[config.mk]
export PLATFORM = sky130hd
export DESIGN_NAME = gray_timer_reader_flat
export DESIGN_NICKNAME = d
export VERILOG_FILES = /design/src/rtl/gray_timer_reader_if.sv /design/src/rtl/gray_timer_reader.sv /design/src/flat_wrapper.sv
export SDC_FILE = /design/constraint.sdc
export NUM_CORES = 1
export LEC_CHECK = 0
export BUFFER_PORTS_ARGS = -buffer_cell sky130_fd_sc_hd__buf_2
export CORE_MARGIN = 3
export CORE_UTILIZATION = 45
export CTS_BUF_LIST = sky130_fd_sc_hd__clkbuf_8
export DETAILED_ROUTE_END_ITERATION = 7
export HOLD_SLACK_MARGIN = 0.03
export SYNTH_ARGS = -nofsm -noshare
export SYNTH_HDL_FRONTEND = slang
export SYNTH_SLANG_ARGS = --single-unit
[constraint.sdc]
create_clock -name clk -period 7.2 [get_ports clk]
set_input_delay 0.36 -clock clk [delete_from_list [all_inputs] [get_ports clk]]
set_output_delay 0.36 -clock clk [all_outputs]
set_load 0.02 [all_outputs]
[src/rtl/gray_timer_reader_if.sv]
`default_nettype none
// ============================================================================
// Module   : gray_timer_reader_if
// Purpose  : Timer-reader bus: Gray input, capture stream and status.
// Revision : 1.0
// ============================================================================
interface gray_timer_reader_if #(
   parameter int NIB = 5,
   parameter int EPW = 8
);
   localparam int c_cw = 4 * NIB;

   logic [c_cw-1:0]     gray_in;
   logic                tcc_in;
   logic                cap_req;
   logic [c_cw-1:0]     cmp_val;
   logic                cap_valid;
   logic                cap_ready;
   logic [EPW+c_cw-1:0] cap_data;
   logic [c_cw-1:0]     bin_out;
   logic                match;
   logic                ovf;
   logic                ovf_clr;

   modport slave (
      input  gray_in, tcc_in, cap_req, cmp_val, cap_ready, ovf_clr,
      output cap_valid, cap_data, bin_out, match, ovf
   );

   modport master (
      output gray_in, tcc_in, cap_req, cmp_val, cap_ready, ovf_clr,
      input  cap_valid, cap_data, bin_out, match, ovf
   );
endinterface
`default_nettype wire

[src/rtl/gray_timer_reader.sv]
`default_nettype none
// ============================================================================
// Module   : gray_timer_reader
// Purpose  : Decodes nibble-Gray timer, counts wrap epochs, time-stamps captures.
// Revision : 1.0
// ============================================================================
module gray_timer_reader #(
   parameter int NIB   = 5,
   parameter int EPW   = 8,
   parameter int DEPTH = 4
) (
   input  logic               clk,
   input  logic               clr,
   gray_timer_reader_if.slave bus
);
   localparam int            c_cw   = 4 * NIB;
   localparam int            c_dw   = EPW + c_cw;
   localparam int            c_aw   = $clog2(DEPTH);
   localparam logic [c_aw:0] c_full = (c_aw+1)'(DEPTH);

   logic [c_cw-1:0] r_g_q;
   logic            r_c_q;
   logic [EPW-1:0]  r_e_q;
   logic            r_t_q;
   logic [EPW-1:0]  r_epoch;
   logic [c_cw-1:0] w_bin;
   logic [c_cw-1:0] r_bin;
   logic            r_push;
   logic [c_dw-1:0] r_pdata;
   logic            r_eq_prev;
   logic            r_match;
   logic            r_ovf;

   logic [c_dw-1:0] r_mem [DEPTH];
   logic [c_aw-1:0] r_wptr;
   logic [c_aw-1:0] r_rptr;
   logic [c_aw:0]   r_cnt;
   logic            w_valid;
   logic            w_full;
   logic            w_pop;
   logic            w_wr;
   logic            w_drop;
   logic            w_eq;

   // Each nibble is its own Gray code; bit k of binary is XOR of Gray bits k..3.
   for (genvar i = 0; i < NIB; i++) begin : g_nib
      logic [3:0] w_g;
      assign w_g              = r_g_q[4*i +: 4];
      assign w_bin[4*i +: 4]  = {w_g[3], ^w_g[3:2], ^w_g[3:1], ^w_g[3:0]};
   end

   always_ff @(posedge clk or posedge clr) begin
      if (clr) begin
         r_g_q   <= '0;
         r_c_q   <= 1'b0;
         r_e_q   <= '0;
         r_t_q   <= 1'b0;
         r_epoch <= '0;
         r_bin   <= '0;
         r_push  <= 1'b0;
         r_pdata <= '0;
      end else begin
         r_g_q   <= bus.gray_in;
         r_c_q   <= bus.cap_req;
         r_e_q   <= r_epoch;
         r_t_q   <= bus.tcc_in;
         if (bus.tcc_in && !r_t_q) begin
            r_epoch <= r_epoch + 1'b1;
         end
         r_bin   <= w_bin;
         r_push  <= r_c_q;
         r_pdata <= {r_e_q, w_bin};
      end
   end

   assign w_valid = (r_cnt != '0);
   assign w_full  = (r_cnt == c_full);
   assign w_pop   = w_valid && bus.cap_ready;
   // A pop frees the head slot this edge, so a full FIFO still accepts the push.
   assign w_wr    = r_push && (!w_full || w_pop);
   assign w_drop  = r_push && w_full && !w_pop;

   always_ff @(posedge clk or posedge clr) begin
      if (clr) begin
         for (int i = 0; i < DEPTH; i++) begin
            r_mem[i] <= '0;
         end
      end else if (w_wr) begin
         r_mem[r_wptr] <= r_pdata;
      end
   end

   always_ff @(posedge clk or posedge clr) begin
      if (clr) begin
         r_wptr <= '0;
         r_rptr <= '0;
         r_cnt  <= '0;
         r_ovf  <= 1'b0;
      end else begin
         if (w_wr) begin
            r_wptr <= r_wptr + 1'b1;
         end
         if (w_pop) begin
            r_rptr <= r_rptr + 1'b1;
         end
         case ({w_wr, w_pop})
            2'b10:   r_cnt <= r_cnt + 1'b1;
            2'b01:   r_cnt <= r_cnt - 1'b1;
            default: r_cnt <= r_cnt;
         endcase
         if (w_drop) begin
            r_ovf <= 1'b1;
         end else if (bus.ovf_clr) begin
            r_ovf <= 1'b0;
         end
      end
   end

   // Edge-detect equality so a held match does not re-pulse.
   assign w_eq = (r_bin == bus.cmp_val);

   always_ff @(posedge clk or posedge clr) begin
      if (clr) begin
         r_eq_prev <= 1'b0;
         r_match   <= 1'b0;
      end else begin
         r_eq_prev <= w_eq;
         r_match   <= w_eq && !r_eq_prev;
      end
   end

   assign bus.bin_out   = r_bin;
   assign bus.match     = r_match;
   assign bus.ovf       = r_ovf;
   assign bus.cap_valid = w_valid;
   assign bus.cap_data  = r_mem[r_rptr];
endmodule
`default_nettype wire

[src/flat_wrapper.sv]
// flat-port wrapper written by rule: the top's interface ports become plain ports
module gray_timer_reader_flat 
#(
   parameter int NIB   = 5,
   parameter int EPW   = 8,
   parameter int DEPTH = 4
)
  (clk, clr, bus_gray_in, bus_tcc_in, bus_cap_req, bus_cmp_val, bus_cap_ready, bus_ovf_clr, bus_cap_valid, bus_cap_data, bus_bin_out, bus_match, bus_ovf);
  gray_timer_reader_if #(.NIB(NIB), .EPW(EPW)) bus_i ();
  input  logic clk;
  input  logic clr;
  input wire logic [$bits(bus_i.gray_in)-1:0] bus_gray_in;
  input wire logic [$bits(bus_i.tcc_in)-1:0] bus_tcc_in;
  input wire logic [$bits(bus_i.cap_req)-1:0] bus_cap_req;
  input wire logic [$bits(bus_i.cmp_val)-1:0] bus_cmp_val;
  input wire logic [$bits(bus_i.cap_ready)-1:0] bus_cap_ready;
  input wire logic [$bits(bus_i.ovf_clr)-1:0] bus_ovf_clr;
  output wire logic [$bits(bus_i.cap_valid)-1:0] bus_cap_valid;
  output wire logic [$bits(bus_i.cap_data)-1:0] bus_cap_data;
  output wire logic [$bits(bus_i.bin_out)-1:0] bus_bin_out;
  output wire logic [$bits(bus_i.match)-1:0] bus_match;
  output wire logic [$bits(bus_i.ovf)-1:0] bus_ovf;
  assign bus_i.gray_in = bus_gray_in;
  assign bus_i.tcc_in = bus_tcc_in;
  assign bus_i.cap_req = bus_cap_req;
  assign bus_i.cmp_val = bus_cmp_val;
  assign bus_i.cap_ready = bus_cap_ready;
  assign bus_i.ovf_clr = bus_ovf_clr;
  assign bus_cap_valid = bus_i.cap_valid;
  assign bus_cap_data = bus_i.cap_data;
  assign bus_bin_out = bus_i.bin_out;
  assign bus_match = bus_i.match;
  assign bus_ovf = bus_i.ovf;
  gray_timer_reader #(.NIB(NIB), .EPW(EPW), .DEPTH(DEPTH)) u_core (.clk(clk), .clr(clr), .bus(bus_i));
endmodule
==> out/summary.txt <==
run status -> finished, final reports clean
Final setup viols -> 0
setup ws final -> 4.49 ns
initial core utilization -> 46.4%
clock buffer count from CTS -> 17
design area -> 0.00914 mm^2
Max VDD drop -> 0.000202 V
I/O pin count -> 97
met2 wire length -> 7.65 mm
Final Net Count -> 620
Fill cells -> 1,461
Tmin final -> 2.71 ns
IO buf count -> 96
diode count -> 0
DRT met1 WL -> 6.94 mm
first-pass GRT wire length -> 25.4 mm
Post-CTS Setup Inserts -> 0
Sinks on Clock Net -> 189
Comb pwr share -> 39.7%
Die H -> 140 um
largest fanout on the critical path -> 17
number of synthesized flops with an enable pin -> 0
Achievable Freq -> 0.369 GHz
cells on worst reg2reg path -> 9
Die W -> 140 um
flops & latches, synth -> 189
H-Tree Depth -> 4
sw frac -> 33.3%
clock buffer depth -> 2
die area -> 0.0196 mm^2
Int Pwr -> 2.64 mW
CP required -> 6.84 ns
sequential area share after synthesis -> 58.5%
Worst-path clk slew -> 0.09 ns
fraction of layout cells with a size suffix above 1 -> 48.0%
leading cell type in the layout, fill and taps excluded -> dfrtp_1
DR pass1 iterations -> 4
gr ovfl total -> 0
Synth async-reset ratio -> 100%
hold path depth -> 2
area of placed instances -> 0.00853 mm^2
top_reg_cell synth -> dfrtp_1
clock power share -> 17.3%
syn avg cell area -> 17.5 um^2
Final Non-Filler Cells -> 804
crit path DAT -> 2.35 ns
Hold WS -> 0.0881 ns
DRT iter0 DRCs -> 185
Overall Power -> 3.95 mW
CP Class -> flip-flop to primary output
largest net degree at the start of global routing -> 102
drt drc -> 0
All-Layer GR Usage -> 16.8%
Hold Path Class -> input port to flip-flop
mean number of vias per cell -> 5.02
Post-Syn Area -> 0.00808 mm^2
Synth Instances -> 461
Ys Warns -> 0
TritonCTS clock tree -> done
per-cell routed wire length -> 19.1 um
vias in the first global route -> 4,578
clk_lat worst skew -> 0.46 ns
drt total wl -> 15.4 mm
core box area -> 0.0174 mm^2
Slew HR -> 27.9%
register area -> 0.00473 mm^2
root buffer cell -> clkbuf_8
setup TNS -> 0 ns
antenna-violating nets left -> 0
slew at the pin closest to its max-slew limit -> 1.08 ns
crit path capture type -> primary output
leakage power -> 4.40 nW
Fin. Hold Viols -> 0
antenna violations before repair -> 0
P&R area growth vs syn -> 13.1%
Final Core Density -> 52.5%
met3 wire len -> 543 um
unrepaired setup endpoints after global routing -> no
Place WS -> 4.76 ns
Cell Pwr Density -> 432 mW/mm^2
Rows -> 48
MaxCap Viol Count -> 0
sw power -> 1.31 mW
most frequent cells in the layout -> dfrtp_1, buf_2, mux2_4
Net Count, Synth -> 514
R2R Setup Slk -> 4.76 ns
Final GP Congestion -> 0.735
Cells after DPL -> 750
Vias -> 4,040
estimated wirelength of the detail-placed design -> 9.42 mm
Worst Setup Start Kind -> flip-flop
Synth cell types -> 28
area of the multi-input gates -> 0.00297 mm^2
max layer used -> met4
crit share post-route -> 37.6%
skew final -> 0.0145 ns
share of power burned in registers -> 43.1%
Max Slew Vio Count -> 0
## sequential cells by signal, summed over array words and instances, names as in the netlist, 3 cells and up
| signal | count |
|---|---|
| u_core.r_e_q | 8 |
| u_core.r_pdata | 9 |
| u_core.r_cnt | 3 |
| u_core.r_g_q | 20 |
| u_core.r_mem | 112 |
| u_core.bus.bin_out | 19 |
| u_core.r_epoch | 8 |
## Yosys cell counts, drive strengths merged, types with 2 or more instances
master | count | area, um^2
buf | 35 | 354
dfrtp | 189 | 4730
ha | 6 | 75.1
inv | 8 | 30.0
mux2 | 113 | 1570
mux4 | 28 | 631
nand2 | 9 | 98.9
nand3 | 4 | 20.0
nand4 | 2 | 12.5
nor2 | 2 | 7.51
nor2b | 2 | 12.5
nor4 | 5 | 31.3
o21ai | 2 | 10.0
xnor2 | 9 | 78.8
xor2 | 39 | 342
## routing by layer
metal / global-route usage, % / up-vias
met5: 0 / -
met1: 22.4 / 2151
met3: 4.03 / 19
met4: 5.81 / 0
met2: 27.3 / 66
li1: - / 1804
## worst paths after layout
kind	from	end
max reg2reg	u_core.r_cnt[2]	u_core.r_cnt[2]
max	u_core.r_rptr[1]	bus_cap_data[5]
min reg2reg	u_core.r_e_q[1]	u_core.r_pdata[21]
min in group asynchronous	clr	u_core.r_epoch[7]
max in group asynchronous	clr	u_core.r_mem[97]
min	bus_ovf_clr	u_core.bus.ovf
## cells by family after synthesis
group	Yosys count	share of synthesized area, %
xor+xnor	48	5.20
mux	142	27.4
buf+inv	43	4.75
simple gates	30	2.86
flops	189	58.5
compound gates	2	0.124
fa+ha+maj	7	1.18
## worst max-delay path, stage by stage (launching register included)
cell and delay [ns]:
dfrtp_2 0.66, buf_4 0.45, mux4_2 0.58, buf_2 0.18
## what timing repair did
item / 4_1_cts / 5_1_grt
resized for setup: 0 / 0
endpoints found under the setup margin: 0 / 0
hold buffers: 23 / 0
hold endpoints to repair: 69 / 0
## final cells by class
type                            instances  share of cell area, %
Sequential cell                       189                   51.8
Multi-Input combinational cell        229                   32.5
Timing Repair Buffer                  122                   8.02
Tap cell                              225                   3.08
Clock buffer                           19                   2.86
Clock inverter                         12                   1.36
Inverter                                8                  0.411
## power groups by stage
stage               clock network, mW  registers (mW)  logic [mW]
floorplan                           0            1.62        1.33
detailed placement                  0            1.72        1.58
finish                          0.682            1.70        1.57
global route                    0.753            1.76        1.68
CTS                             0.707            1.70        1.60
global placement                    0            1.70        1.56
Power figures use the tool's default switching activity.
